`src/rtl/i2c_slave.sv`:
```
// rtl/i2c_slave.sv - I2C target with one 7-bit address, byte-wide write and read transfers
module i2c_slave #(
    parameter logic [6:0] SLAVE_ADDR  = 7'h50,
    parameter int         SYNC_STAGES = 2
) (
    input  logic       clk_i,
    input  logic       rst_ni,
    input  logic       scl_i,
    input  logic       sda_i,
    output logic       sda_oe_o,
    output logic [7:0] rx_data_o,
    output logic       rx_valid_o,
    input  logic [7:0] tx_data_i,
    output logic       tx_req_o,
    output logic       busy_o,
    output logic       nack_o
);

    typedef enum logic [2:0] {
        IDLE,
        ADDR,
        ADDR_ACK,
        WRITE,
        WRITE_ACK,
        READ,
        READ_ACK
    } state_e;

    logic [SYNC_STAGES-1:0] scl_sync_q, sda_sync_q;
    logic                   scl_d_q, sda_d_q;
    logic                   scl_s, sda_s;
    logic                   scl_rise, scl_fall, start_det, stop_det;

    state_e      state_q, state_d;
    logic [2:0]  cnt_q, cnt_d;
    logic [6:0]  shift_q, shift_d;
    logic        byte_done_q, byte_done_d;
    logic        rw_q, rw_d;
    logic        sda_oe_q, sda_oe_d;
    logic [7:0]  rx_data_q, rx_data_d;
    logic        rx_valid_q, rx_valid_d;
    logic        tx_req_q, tx_req_d;
    logic        busy_q, busy_d;
    logic        nack_q, nack_d;

    // Synchronisers reset to 1 so an idle bus produces no spurious START/STOP.
    always_ff @(posedge clk_i or negedge rst_ni) begin
        if (!rst_ni) begin
            scl_sync_q <= '1;
            sda_sync_q <= '1;
            scl_d_q    <= 1'b1;
            sda_d_q    <= 1'b1;
        end else begin
            scl_sync_q <= {scl_sync_q[SYNC_STAGES-2:0], scl_i};
            sda_sync_q <= {sda_sync_q[SYNC_STAGES-2:0], sda_i};
            scl_d_q    <= scl_s;
            sda_d_q    <= sda_s;
        end
    end

    assign scl_s     = scl_sync_q[SYNC_STAGES-1];
    assign sda_s     = sda_sync_q[SYNC_STAGES-1];
    assign scl_rise  = scl_s & ~scl_d_q;
    assign scl_fall  = ~scl_s & scl_d_q;
    assign start_det = scl_s & scl_d_q & sda_d_q & ~sda_s;
    assign stop_det  = scl_s & scl_d_q & ~sda_d_q & sda_s;

    always_ff @(posedge clk_i or negedge rst_ni) begin
        if (!rst_ni) begin
            state_q     <= IDLE;
            cnt_q       <= 3'd0;
            shift_q     <= 7'd0;
            byte_done_q <= 1'b0;
            rw_q        <= 1'b0;
            sda_oe_q    <= 1'b0;
            rx_data_q   <= 8'd0;
            rx_valid_q  <= 1'b0;
            tx_req_q    <= 1'b0;
            busy_q      <= 1'b0;
            nack_q      <= 1'b0;
        end else begin
            state_q     <= state_d;
            cnt_q       <= cnt_d;
            shift_q     <= shift_d;
            byte_done_q <= byte_done_d;
            rw_q        <= rw_d;
            sda_oe_q    <= sda_oe_d;
            rx_data_q   <= rx_data_d;
            rx_valid_q  <= rx_valid_d;
            tx_req_q    <= tx_req_d;
            busy_q      <= busy_d;
            nack_q      <= nack_d;
        end
    end

    // byte_done marks a completed byte whose ACK slot starts at the next scl_fall.
    always_comb begin
        state_d     = state_q;
        cnt_d       = cnt_q;
        shift_d     = shift_q;
        byte_done_d = byte_done_q;
        rw_d        = rw_q;
        sda_oe_d    = sda_oe_q;
        rx_data_d   = rx_data_q;
        rx_valid_d  = 1'b0;
        tx_req_d    = 1'b0;
        busy_d      = busy_q;
        nack_d      = 1'b0;

        if (start_det) begin
            state_d     = ADDR;
            cnt_d       = 3'd7;
            sda_oe_d    = 1'b0;
            busy_d      = 1'b0;
            byte_done_d = 1'b0;
        end else if (stop_det) begin
            state_d     = IDLE;
            sda_oe_d    = 1'b0;
            busy_d      = 1'b0;
            byte_done_d = 1'b0;
        end else begin
            case (state_q)
                ADDR: begin
                    if (scl_rise) begin
                        shift_d = {shift_q[5:0], sda_s};
                        if (cnt_q == 3'd0) begin
                            if (shift_q == SLAVE_ADDR) begin
                                busy_d      = 1'b1;
                                byte_done_d = 1'b1;
                                rw_d        = sda_s;
                            end else begin
                                state_d  = IDLE;
                                sda_oe_d = 1'b0;
                            end
                        end else begin
                            cnt_d = cnt_q - 3'd1;
                        end
                    end else if (scl_fall && byte_done_q) begin
                        sda_oe_d    = 1'b1;
                        byte_done_d = 1'b0;
                        state_d     = ADDR_ACK;
                    end
                end
                ADDR_ACK: begin
                    if (scl_rise && rw_q) begin
                        tx_req_d = 1'b1;
                    end else if (scl_fall) begin
                        cnt_d = 3'd7;
                        if (rw_q) begin
                            shift_d  = tx_data_i[6:0];
                            sda_oe_d = ~tx_data_i[7];
                            state_d  = READ;
                        end else begin
                            sda_oe_d = 1'b0;
                            state_d  = WRITE;
                        end
                    end
                end
                WRITE: begin
                    if (scl_rise) begin
                        shift_d = {shift_q[5:0], sda_s};
                        if (cnt_q == 3'd0) begin
                            rx_data_d   = {shift_q, sda_s};
                            rx_valid_d  = 1'b1;
                            byte_done_d = 1'b1;
                        end else begin
                            cnt_d = cnt_q - 3'd1;
                        end
                    end else if (scl_fall && byte_done_q) begin
                        sda_oe_d    = 1'b1;
                        byte_done_d = 1'b0;
                        state_d     = WRITE_ACK;
                    end
                end
                WRITE_ACK: begin
                    if (scl_fall) begin
                        sda_oe_d = 1'b0;
                        cnt_d    = 3'd7;
                        state_d  = WRITE;
                    end
                end
                READ: begin
                    if (scl_fall) begin
                        if (cnt_q == 3'd0) begin
                            sda_oe_d = 1'b0;
                            state_d  = READ_ACK;
                        end else begin
                            cnt_d    = cnt_q - 3'd1;
                            sda_oe_d = ~shift_q[6];
                            shift_d  = {shift_q[5:0], 1'b0};
                        end
                    end
                end
                READ_ACK: begin
                    if (scl_rise) begin
                        if (!sda_s) begin
                            tx_req_d    = 1'b1;
                            byte_done_d = 1'b1;
                        end else begin
                            nack_d  = 1'b1;
                            busy_d  = 1'b0;
                            state_d = IDLE;
                        end
                    end else if (scl_fall && byte_done_q) begin
                        byte_done_d = 1'b0;
                        cnt_d       = 3'd7;
                        shift_d     = tx_data_i[6:0];
                        sda_oe_d    = ~tx_data_i[7];
                        state_d     = READ;
                    end
                end
                default: begin
                    state_d = IDLE;
                end
            endcase
        end
    end

    assign sda_oe_o   = sda_oe_q;
    assign rx_data_o  = rx_data_q;
    assign rx_valid_o = rx_valid_q;
    assign tx_req_o   = tx_req_q;
    assign busy_o     = busy_q;
    assign nack_o     = nack_q;

endmodule

```
`config.mk`:
```
export PLATFORM = sky130hd
export DESIGN_NAME = i2c_slave
export DESIGN_NICKNAME = d
export VERILOG_FILES = /design/src/rtl/i2c_slave.sv
export SDC_FILE = /design/constraint.sdc
export NUM_CORES = 1
export LEC_CHECK = 0
export BUFFER_PORTS_ARGS = -buffer_cell sky130_fd_sc_hd__buf_2
export CAP_MARGIN = 20
export CORE_MARGIN = 1.5
export CORE_UTILIZATION = 56
export DETAILED_ROUTE_END_ITERATION = 12
export PLACE_DENSITY = 0.84
export SETUP_SLACK_MARGIN = 0.5
export SYNTH_ARGS = -nofsm -noshare
export SYNTH_HDL_FRONTEND = slang
export SYNTH_SLANG_ARGS = --single-unit
```
`constraint.sdc`:
```
create_clock -name clk_i -period 2.3 [get_ports clk_i]
set_input_delay 0.115 -clock clk_i [delete_from_list [all_inputs] [get_ports clk_i]]
set_output_delay 0.115 -clock clk_i [all_outputs]
set_load 0.005 [all_outputs]
```
==> out/qor.csv <==
stage,metric,value,unit
run_status,outcome,"complete, no violations",
critical_path,Worst Path Required,2.54,ns
die,DIE AREA,0.00363,sq mm
detailed_routing,DR iter-0 viols,95,
worst_hold_path,Hold Path Stages,3,
pwr,Seq pwr share,37.4,%
synthesis,Synth warnings,0,
sta,Final WS setup,0.323,ns
layout,post-layout instance area,0.00241,sq mm
cts,"Reg clk slew, reported paths",0.11,ns
placement,DP Cell Count,258,
detailed_routing,DR pass1 iterations,4,
grt,global routing usage on met3,8.01,%
detailed_routing,DR vias,1633,
sta,max_slew headroom,51.9,%
detailed_routing,final wirelength,4.61,mm
die,IO Pins,25,
synthesis,post-synthesis simple-gate area fraction,23.3,%
grt,vias in the first global route,1563,
synthesis,Synth cell types,47,
layout,"commonest non-fill, non-tap cell in the layout",nand2_1,
detailed_routing,DR DRC count,0,
cts,clock sinks,34,
detailed_routing,antenna-violating nets left,0,
pwr,Clock Power Share,15.2,%
die,FP Rows,20,
synthesis,#FFs+latches synth,34,
synthesis,Synth Area in XOR/XNOR,0.477,%
critical_path,startpoint types,register,
cts,later-pin clock latency in the skew report,0.35,ns
synthesis,Synth Net Count,205,
cts,maximum clock insertion buffer count,2,
sta,Pins Over Slew Limit,0,
critical_path,Slowest cell on crit path,dfstp_2,
synthesis,post-synthesis area per instance,9.62,sq um
critical_path,number of buffers and inverters on the critical path,0,
sta,unrepaired setup endpoints after global routing,true,
die,Die X,60.3,microns
worst_hold_path,hold wc startpoint,tx_data_i[0],
sta,endpoints failing setup,0,
pwr,P_int,1.47,mW
detailed_routing,drt via density,5.81,
critical_path,worst path cell trace,"and2b_4, o21ai_2, a221o_1, or3_4, nor3_2, a31oi_1",
grt,"Most Used Layer, Global Route",met2,
critical_path,CP endpoint kind,register,
synthesis,Mapped Cells,191,
grt,pin count of the biggest net entering global routing,35,
synthesis,"Seq/Total Area, Yosys",46.7,%
pwr,combinational fraction of design power,47.4,%
worst_hold_path,HP Class,input port to register,
synthesis,largest family of logic cells by synthesized area,simple AND/OR/NAND/NOR gates,
placement,gpl congestion,0.842,
critical_path,CP max stage delay,0.64,ns
sta,final worst-path cycle share,85.9,%
detailed_routing,Avg WL per Cell,16.4,microns
layout,Ant. Diodes,0,
die,area of the core,0.00308,sq mm
pwr,overall power,2.35,mW
sta,Final min period,1.98,ns
job,max-cap viol count,0,
critical_path,maximum fanout along the worst path,7,
die,Die H,60.3,microns
grt,GRT Total Usage,28.2,%
pwr,P_sw,884,uW
layout,share of cells above drive strength 1,44.7,%
cts,CTS H-tree lvls,2,
placement,post-DP HPWL,3.13,mm
critical_path,CP Data Arrival Time,2.21,ns
sta,clk_skew,0.0160,ns
critical_path,Crit path max-delay family,simple AND/OR/NAND/NOR gates,
layout,Syn-to-layout area delta,30.9,%
pwr,Leak,1.15,nW
synthesis,mux contribution to synthesized area,10.4,%
placement,Post-DP Area,0.00207,sq mm
critical_path,R2R depth,6,
layout,fill cell count,227,
sta,Final Hold Viols,0,
pwr,PD cells,979,mW/mm^2
placement,pre-CTS setup slack,0.0762,ns
cts,CTS buffer count,5,
sta,Fin Setup TNS,0,ns
critical_path,reg2reg end,cnt_q[0]$_DFFE_PN0P_,
critical_path,worst setup path start,scl_d_q$_DFF_PN1_,
placement,I/O Buffers,24,
grt,met2 usage in global routing,42.1,%
critical_path,FF-to-FF Start,scl_d_q$_DFF_PN1_,
layout,Non-Filler Instances,281,
grt,first-pass GRT wire length,7.38,mm
pwr,Worst VDD drop,623,uV
synthesis,adder-cell area share of the yosys netlist,1.36,%
sta,Max Fclk,506,MHz
layout,"commonest cells after routing, fill and taps aside","33 x nand2_1, 26 x dfrtp_1, 24 x buf_2, 17 x buf_4, 16 x nor2_1",
critical_path,crit path kind,register to register,
grt,grt met1 use,37.8,%
worst_hold_path,Hold Path End,shift_q[0]$_DFFE_PN0P_,
cts,CTS tree,yes,
synthesis,post-synthesis cell area,0.00184,sq mm
pwr,sw frac,37.5,%
grt,initial antenna violation count,0,
critical_path,"reg-to-reg slack, setup",0.32,ns
layout,final net count,250,
sta,Worst Tran Pin Value,0.722,ns
die,initial core utilization,59.7,%
synthesis,Compound-Gate Fraction of Synth Area,15.0,%
grt,grt ovf,0,
cts,CTS root buf,clkbuf_4,
==> routing by layer <==
metal | wire [microns] | up-vias
met4 | 70 | 0
met2 | 2230 | 68
met3 | 291 | 7
li1 | - | 770
met5 | 0 | -
met1 | 2020 | 788
==> synth_stat cells (all sizes together) <==
cell type	number	area share, %
inv	2	0.41
nand2	35	7.4
clkbuf	1	0.20
o41ai	1	0.48
nor4b	1	0.48
a31oi	3	1.0
dfstp	6	8.6
a211oi	2	0.82
nand3	4	1.1
nor3	4	1.4
a22o	1	0.48
nor2	19	4.0
o32a	2	1.1
nor2b	6	2.0
nand2b	7	2.4
buf	7	1.9
xnor2	1	0.48
dfrtp	28	38
a32o	1	0.54
a21boi	1	0.41
nor3b	1	0.41
o22ai	1	0.34
o21ai	11	3.2
a21oi	9	2.5
nand4	1	0.34
and3	1	0.34
and2b	1	0.54
a221o	1	0.54
mux2	17	10
or3	2	0.95
nand4b	1	1.3
o31a	1	0.48
o221ai	1	0.48
and2	1	0.34
a2111oi	1	0.48
o21a	3	1.2
o22a	2	0.95
ha	2	1.4
clkinv	1	0.20
nor4	1	0.34
==> worst max-delay path by stage <==
stage	end	slack (ns)	depth (start not counted)
floorplan	state_q[0]$_DFFE_PN0P_	0.37	7
global placement	shift_q[1]$_DFFE_PN0P_	0.15	6
global route	cnt_q[0]$_DFFE_PN0P_	0.26	6
finish	cnt_q[0]$_DFFE_PN0P_	0.32	6
detailed placement	shift_q[3]$_DFFE_PN0P_	0.08	6
CTS	cnt_q[2]$_DFFE_PN0P_	0.34	6
==> sequential cells by signal (all words and copies together), names as in the netlist, 2 cells and up <==
register    cells
cnt_q           3
sda_sync_q      2
state_q         3
rx_data_o       8
shift_q         7
scl_sync_q      2
==> final cells by class <==
type	instances	area [sq um]	share of cell area (%)
clock buffer	6	51.3	2.13
tap	44	55.1	2.29
sequential	34	861	35.8
timing repair buffer	46	309	12.8
clock inverter	2	12.5	0.520
inverter	3	11.3	0.468
multi-input combinational	146	1110	46.0
==> power by group through the flow <==
| stage | combinational, mW | sequential (mW) | clock (mW) |
|---|---|---|---|
| 2_1_floorplan | 0.707 | 0.810 | 0 |
| 5_1_grt | 1.21 | 0.900 | 0.387 |
| 3_5_place_dp | 0.833 | 0.898 | 0 |
| 3_3_place_gp | 0.799 | 0.891 | 0 |
| 4_1_cts | 0.907 | 0.875 | 0.368 |
| 6_report | 1.12 | 0.880 | 0.359 |
==> stage by stage <==
step	utilization [%]	hold WS [ns]
after detailed placement	67.3	0.218
after global placement	67.3	0.202
after floorplan	-	-0.181
final	78.2	0.122
after CTS	73.7	0.0823
after global routing	78.2	0.120
==> kinds of logic (layout without fill, tap and decap cells) <==
kind of cell               after synthesis  after routing
buffers and inverters                   11             57
DFF                                     34             34
adders and majority gates                2              2
muxes                                   17             17
AOI/OAI and AO/OA                       41             41
xor gates and xnor gates                 1              1
and+or+nand+nor                         85             85
==> worst register-to-register path: stages (launching register included) <==
cell and delay (ns):
dfstp_2 0.64, and2b_4 0.24, o21ai_2 0.06, a221o_1 0.31, or3_4 0.44, nor3_2 0.13
a31oi_1 0.06
==> repair_timing <==
item / in CTS / in global routing
pin swaps: 2 / 6
endpoints found under the setup margin: 24 / 15
endpoints found under the hold margin: 30 / 0
hold buffers: 3 / 0
resized for setup: 12 / 22
setup buffers: 6 / 6
(Power assumes the default switching activity.)
